$ cat src/rtl/piso_pkg.sv
// piso_pkg: shared state type and counter-width helper for the PISO serializer
package piso_pkg;
    typedef enum logic {PISO_IDLE, PISO_SHIFT} piso_state_e;
    function automatic int cnt_w(input int width);
        return (width > 1) ? $clog2(width) : 1;
    endfunction
endpackage

$ cat src/rtl/piso_serializer.sv
// piso_serializer: parallel-in/serial-out with valid/ready load, shift enable and last-bit marker
module piso_serializer
    import piso_pkg::*;
#(
    parameter int   WIDTH      = 8,
    parameter bit   MSB_FIRST  = 1'b1,
    parameter logic IDLE_LEVEL = 1'b0
) (
    input  logic             clk,
    input  logic             rst_n,
    input  logic             load_valid,
    output logic             load_ready,
    input  logic [WIDTH-1:0] load_data,
    input  logic             ser_ready,
    output logic             ser_valid,
    output logic             ser_out,
    output logic             ser_last,
    output logic             busy
);
    localparam int CW = cnt_w(WIDTH);
    piso_state_e      state_q, state_d;
    logic [WIDTH-1:0] shreg_q, shreg_d;
    logic [CW-1:0]    cnt_q, cnt_d;
    logic             ser_valid_q, ser_valid_d;
    logic             ser_last_q, ser_last_d;
    logic             ser_out_q, ser_out_d;
    logic             load, shift;
    assign load_ready = (state_q == PISO_IDLE) | (state_q == PISO_SHIFT & cnt_q == '0 & ser_ready);
    assign load       = load_valid & load_ready;
    assign shift      = (state_q == PISO_SHIFT) & ser_ready & (cnt_q != '0);
    // Outputs are precomputed from next state so they leave the block straight from flops
    always_comb begin
        state_d = state_q;
        shreg_d = shreg_q;
        cnt_d   = cnt_q;
        if (load) begin
            state_d = PISO_SHIFT;
            shreg_d = load_data;
            cnt_d   = CW'(WIDTH - 1);
        end else if (shift) begin
            shreg_d = MSB_FIRST ? shreg_q << 1 : shreg_q >> 1;
            cnt_d   = cnt_q - CW'(1);
        end else if (state_q == PISO_SHIFT && ser_ready) begin
            state_d = PISO_IDLE;
        end
        ser_valid_d = state_d == PISO_SHIFT;
        ser_last_d  = (state_d == PISO_SHIFT) & (cnt_d == '0);
        ser_out_d   = (state_d == PISO_SHIFT) ? (MSB_FIRST ? shreg_d[WIDTH-1] : shreg_d[0]) : IDLE_LEVEL;
    end
    always_ff @(posedge clk or negedge rst_n) begin
        if (!rst_n) begin
            state_q     <= PISO_IDLE;
            shreg_q     <= '0;
            cnt_q       <= '0;
            ser_valid_q <= 1'b0;
            ser_last_q  <= 1'b0;
            ser_out_q   <= IDLE_LEVEL;
        end else begin
            state_q     <= state_d;
            shreg_q     <= shreg_d;
            cnt_q       <= cnt_d;
            ser_valid_q <= ser_valid_d;
            ser_last_q  <= ser_last_d;
            ser_out_q   <= ser_out_d;
        end
    end
    assign ser_valid = ser_valid_q;
    assign ser_last  = ser_last_q;
    assign ser_out   = ser_out_q;
    assign busy      = ser_valid_q;
endmodule
$ cat config.mk
export PLATFORM = sky130hd
export DESIGN_NAME = piso_serializer
export DESIGN_NICKNAME = d
export VERILOG_FILES = /design/src/rtl/piso_pkg.sv /design/src/rtl/piso_serializer.sv
export SDC_FILE = /design/constraint.sdc
export NUM_CORES = 1
export LEC_CHECK = 0
export BUFFER_PORTS_ARGS = -buffer_cell sky130_fd_sc_hd__buf_2
export CAP_MARGIN = 10
export CORE_MARGIN = 3
export CORE_UTILIZATION = 45
export DETAILED_ROUTE_END_ITERATION = 16
export PLACE_DENSITY = 0.69
export SYNTH_ARGS = -nofsm -noshare
export SYNTH_HDL_FRONTEND = slang
export SYNTH_SLANG_ARGS = --single-unit
$ cat constraint.sdc
create_clock -name clk -period 1.5 [get_ports clk]
set_input_delay 0.15 -clock clk [delete_from_list [all_inputs] [get_ports clk]]
set_output_delay 0.15 -clock clk [all_outputs]
set_load 0.02 [all_outputs]
==> impl_results.md, run 1 <==
- Final ANT Viol Nets: 0
- Critical-path top delay cell: dfrtp_1
- Initial core utilization: 0.518
- GRT Residual Overflow: 0
- Hold Path Sink: shreg_q[5]$_DFFE_PN0P_
- R2r setup slk: 0.11 ns
- DRC viols: 0
- Startpoint types: flip-flop
- Placed instance count: 100
- Root buffer cell: clkbuf_4
- Htree depth: 1
- CTS buffer count: 3
- Synth unique cells: 25
- Net Count, Synth: 84
- Port bufs: 16
- Clk_lat worst skew: 0.27 ns
- WP data arrival: 1.26 ns
- Die Height: 46.4 um
- WP data required: 1.35 ns
- DRT iter0 DRCs: 5
- Largest net degree at the start of global routing: 15
- Syn Inst Count: 70
- Vias in the first global route: 526
- All-Layer GR Usage: 0.144
- Critical R2R Launch: cnt_q[1]$_DFF_PN0_
- CTS tree: built
- Clock slew at reported path FFs: 0.07 ns
- VDD IR max: 861 uV
- CP endpoint kind: output port
- Max Cap Viol: 0
- Commonest non-fill, non-tap cell in the layout: buf_2
- Tcrit/Tclk final: 0.939
- Mapped Area: 733 um2
- Syn. warnings: 0
- Hold Worst Slack: 0.0829 ns
- Final Critical Period: 1.41 ns
- Critical R2R Capture: cnt_q[1]$_DFF_PN0_
- Final std cells w/o fill: 107
- Area leader, netlist: dfrtp_1
- Longest Clk Path Bufs: 2
- Rel. slew slack: 0.796
- Critical path class: reg -> out
- Worst hold path class: in -> reg
- Final #Nets: 108
- Worst-path cell chain: inv_2 -> ha_4 -> nand3b_1 -> nand2_2 -> buf_6
- Std-Cell Core Area: 0.00142 mm2
- Sink Count: 14
- Ant diodes: 0
- Total wire length: 1.31 mm
- Hold Crit Depth: 3
- Share of cells above drive strength 1: 0.348
- PwrDens: 1590 mW/mm2
- Max Clk Rate: 710 MHz
- Drt wl/cell: 12.3 um
- Final setup skew: 0.00229 ns
- Die ar.: 0.00215 mm2
- Outcome: completed
- Worst path max stage delay: 0.39 ns
- Sequential share of the synthesized area: 0.478
- Yosys top cell area share: 0.478
- Drt pass-1 iters: 3
- Synth area leaders: dfrtp_1 (48%), mux2i_1 (9.6%), nand2_1 (5.6%)
- Post-place instance area: 826 um2
- Final Max Tran Viols: 0
- FF-to-FF path depth: 8
- Fin. Hold Viols: 0
- Die Wd: 46.4 um
- Critical hold path startpoint: load_data[5]
- Seq cells post-synth: 14
- Commonest cells after routing, fill and taps aside: buf_2 (15), dfrtp_1 (14), nand2_1 (10), o21ai_1 (8), mux2i_1 (7)
- Leak: 0.440 nW
- # rows: 13
- Global-route wire length before repair: 2.16 mm
- Via count: 570
- GP Congestion: 0.757
- Setup Viol. Count Final: 0
- Worst Max-Slew Pin Slew: 0.306 ns
- Num ports: 17
- Post-Layout Inst Area: 902 um2
- Dpl hpwl: 1.01 mm
- DR vias/cell: 5.33
- Crit path max fanout: 4
- Initial antenna violation count: 0
- Syn-to-layout area delta: 23.0%
- Syn_area_per_cell: 10.5 um2
## critical path, delay by kind of cell (launching register included)
kind	cells	cell delay (ns)
buffers and inverters	2	0.20
DFF	1	0.39
adders and majority gates	1	0.16
and+or+nand+nor	2	0.24
## power by group
part | switching (W) | internal (W) | total (W)
clock network | 0.000101 | 0.0000928 | 0.000193
registers | 0.0000731 | 0.000505 | 0.000578
logic | 0.000315 | 0.000347 | 0.000662
total | 0.000489 | 0.000945 | 0.00143
## state kept, by name, summed over array words and instances (netlist names)
name,cells
ser_out,1
ser_last,1
cnt_q,3
shreg_q,8
busy,1
## logic make-up after synthesis
| kind of cell | after synthesis | share of synthesized area |
|---|---|---|
| AO/OA/AOI/OAI | 16 | 0.137 |
| adder cells (fa/ha/maj) | 2 | 0.0341 |
| multiplexers | 7 | 0.0956 |
| buffers and inverters | 6 | 0.0666 |
| AND/OR/NAND/NOR | 25 | 0.189 |
| flip-flops | 14 | 0.478 |
## per-layer routing
metal  track usage  wire, um  vias up
met5             0         0        -
met2         0.245       639       13
met4        0.0341         0        0
li1              -         -      290
met3        0.0586        71        0
met1         0.166       603      267
## Yosys cell counts
cell type   n
o21ai_0     1
nor2b_1     2
o21a_1      2
mux2i_1     7
inv_1       2
buf_4       1
a21oi_1     1
buf_6       3
o21ai_1     8
nand2b_1    1
and3_4      1
ha_1        2
and3_1      1
nand3b_1    1
nand2_1    11
a2bb2oi_1   1
o211ai_1    1
nor2_1      3
nand4_1     1
and4bb_1    1
a21boi_2    1
nand3_1     2
nand2b_4    1
dfrtp_1    14
a211oi_1    1
## worst max-delay path by stage
| stage | startpoint | to | slack (ns) | cells after the start |
|---|---|---|---|---|
| after floorplan | cnt_q[0]$_DFF_PN0_ | shreg_q[7]$_DFF_PN0_ | 0.05 | 7 |
| after global placement | cnt_q[0]$_DFF_PN0_ | shreg_q[7]$_DFF_PN0_ | 0.06 | 6 |
| after detailed placement | cnt_q[0]$_DFF_PN0_ | shreg_q[7]$_DFF_PN0_ | 0.03 | 6 |
| after CTS | cnt_q[0]$_DFF_PN0_ | load_ready | 0.05 | 5 |
| after global routing | cnt_q[1]$_DFF_PN0_ | load_ready | -0.008 | 5 |
| final | cnt_q[1]$_DFF_PN0_ | load_ready | 0.09 | 5 |
## final cells by class
| cell class | count | area, um2 |
|---|---|---|
| Clock buffer | 3 | 22.5 |
| Multi-Input combinational cell | 50 | 349 |
| Sequential cell | 14 | 350 |
| Timing Repair Buffer | 23 | 154 |
| Inverter | 2 | 7.51 |
| Tap cell | 15 | 18.8 |
| Fill cell | 121 | 513 |
## repair_timing
action / 4_1_cts / 5_1_grt
hold endpoints to repair: 14 / 0
pin swaps: 1 / 2
buffers inserted: 1 / 2
gates cloned: 0 / 0
endpoints found under the setup margin: 1 / 2
gates resized for setup: 4 / 3
hold buffers: 1 / 0
## stage by stage
stage               total power (W)  TNS [ns]  utilization  worst slack, ns
global route                0.00156   -0.0105        0.637         -0.00847
floorplan                   0.00101         0            -           0.0496
detailed placement          0.00115         0        0.584           0.0257
global placement            0.00114         0        0.584           0.0576
finish                      0.00143         0        0.637           0.0918
CTS                         0.00141         0        0.624           0.0466
(Power assumes the default switching activity.)
==> inputs of run 2 (changes only) <==
==> constraint.sdc (replaced) <==
create_clock -name clk -period 1.5 [get_ports clk]
set_input_delay 0.075 -clock clk [delete_from_list [all_inputs] [get_ports clk]]
set_output_delay 0.075 -clock clk [all_outputs]
set_load 0.1 [all_outputs]
==> impl_results.md, run 2 (synthesis gave the netlist of run 1 again) <==
- Outcome: complete, but fails checks
- Failing checks: hold timing
- Largest registers: shreg_q (8), cnt_q (3)
- Max Cap Viol: 0
- Share of cells above drive strength 1: 0.485
- Tcrit/Tclk final: 0.996
- Longest Clk Path Bufs: 2
- Hold Crit Depth: 3
- Drt wl/cell: 14.0 um
- Commonest cells after routing, fill and taps aside: buf_2 (15), dfrtp_1 (13), mux2i_1 (7), buf_4 (6)
- Critical path class: reg -> out
- CTS tree: built
- Total wire length: 1.57 mm
- CTS buffer count: 3
- FF-to-FF path depth: 7
- Port bufs: 16
- Final Critical Period: 1.49 ns
- Critical-path top delay cell: dfrtp_1
- Drt pass-1 iters: 4
- Worst hold path class: in -> reg
- Total power: 0.00176 W
- Worst-path cell chain: inv_2 -> ha_4 -> nand3b_1 -> buf_4 -> nand2_4 -> buf_12
- Final #Nets: 112
- Hold Worst Slack: -0.00259 ns
- Final setup skew: 0.00220 ns
- # rows: 13
- WP data arrival: 1.42 ns
- Largest register FFs: 8
- Largest net degree at the start of global routing: 15
- Sink Count: 14
- GP Congestion: 0.817
- FILL cells: 101
- Dpl hpwl: 1.06 mm
- Worst Max-Slew Pin Slew: 0.492 ns
- Critical hold path startpoint: load_data[4]
- CP endpoint kind: output port
- Syn-to-layout area delta: 40.4%
- Hold Path Sink: shreg_q[4]$_DFFE_PN0P_
- Commonest non-fill, non-tap cell in the layout: buf_2
- Clk_lat worst skew: 0.27 ns
- Vias in the first global route: 573
- Htree depth: 1
- PwrDens: 1710 mW/mm2
- Initial antenna violation count: 0
- DRC viols: 0
- Fin. Hold Viols: 1
- Clock slew at reported path FFs: 0.09 ns
- Critical R2R Capture: shreg_q[2]$_DFFE_PN0P_
- Critical R2R Launch: cnt_q[0]$_DFF_PN0_
- CP delay by family, top: buffers and inverters
- Global-route wire length before repair: 2.39 mm
- Setup Viol. Count Final: 0
- RSZ-0062 raised after global routing: yes
- Final Max Tran Viols: 0
- Multi-input logic area: 408 um2
- GRT Residual Overflow: 0
- Num ports: 17
- Via count: 596
- VDD IR max: 908 uV
- Rel. slew slack: 0.674
- Worst path max stage delay: 0.41 ns
- DR vias/cell: 5.32
- Die ar.: 0.00215 mm2
- R2r setup slk: 0.02 ns
- All-Layer GR Usage: 0.161
- DRT iter0 DRCs: 5
- Initial core utilization: 0.518
- Sequential Area: 354 um2
- Placed instance count: 101
- Largest Register: shreg_q
- Startpoint types: flip-flop
- Setup crit start: cnt_q[0]$_DFF_PN0_
- Final std cells w/o fill: 112
- Crit path max fanout: 4
- Root buffer cell: clkbuf_4
- CP bufs+invs: 3
- WP data required: 1.42 ns
- Std-Cell Core Area: 0.00142 mm2
- Final ANT Viol Nets: 0
- Leak: 0.501 nW
- Die Height: 46.4 um
- Ant diodes: 0
- Max Clk Rate: 670 MHz
- Setup TNS: 0 ns
- Die Wd: 46.4 um
run 2: cell count changes in the layout (fill, tap and decap cells not counted), moves of 2 or more:
cell,delta
nand2_1,-7
nand2_4,+3
dlygate4sd3_1,+2
o21ai_2,+5
o21ai_1,-5
nand2_2,+4
run 2: layout make-up:
type	instances	area share
Multi-Input combinational cell	50	0.396
Sequential cell	14	0.344
Timing Repair Buffer	27	0.209
Clock buffer	4	0.0255
Tap cell	15	0.0182
Inverter	2	0.00729
run 2: layer usage:
layer  GRT usage  part of all wire  routed length (um)  vias up
met5           0                 0                   0        -
met4      0.0341                 0                   0        0
met1       0.201              0.46                 721      281
li1            -                 -                   -      304
met3      0.0352             0.044                  69        0
met2       0.280              0.50                 780       11
run 2: how the worst max path moves through the flow:
stage	slack, ns	cells past startpoint	endpoint
after detailed placement	0.03	6	shreg_q[7]$_DFF_PN0_
after global routing	-0.05	6	load_ready
after CTS	0.004	6	load_ready
after global placement	0.06	6	shreg_q[7]$_DFF_PN0_
after floorplan	0.003	5	ser_last$_DFF_PN0_
final	0.007	6	load_ready
run 2: report_power, final:
group	switching [W]	internal, W	total (W)
registers	0.0000749	0.000507	0.000582
logic	0.000555	0.000402	0.000958
clock network	0.000122	0.000103	0.000224
total	0.000752	0.00101	0.00176
run 2: metrics by stage:
stage	hold slack, ns	util	instance area (um2)	worst slack (ns)
3_5_place_dp	-0.00821	0.607	860	0.0289
2_1_floorplan	-0.221	-	744	0.00277
6_report	-0.00259	0.728	1030	0.00652
4_1_cts	0.00518	0.653	923	0.00397
5_1_grt	0.00132	0.728	1030	-0.0536
3_3_place_gp	-0.0125	0.607	860	0.0638
run 2: timing repair:
item,CTS,global route
buffers inserted,2,1
hold buffers,1,2
endpoints found under the setup margin,1,8
gates resized for setup,4,15
pin swaps,2,10
gates cloned,0,1
endpoints found under the hold margin,14,2
run 2: worst register-to-register path, delay by kind of cell (launching register included):
family	cells	cell delay, ns
buffers and inverters	3	0.44
flip-flops	1	0.41
AO/OA/AOI/OAI	2	0.27
adder cells (fa/ha/maj)	1	0.16
AND/OR/NAND/NOR	1	0.09
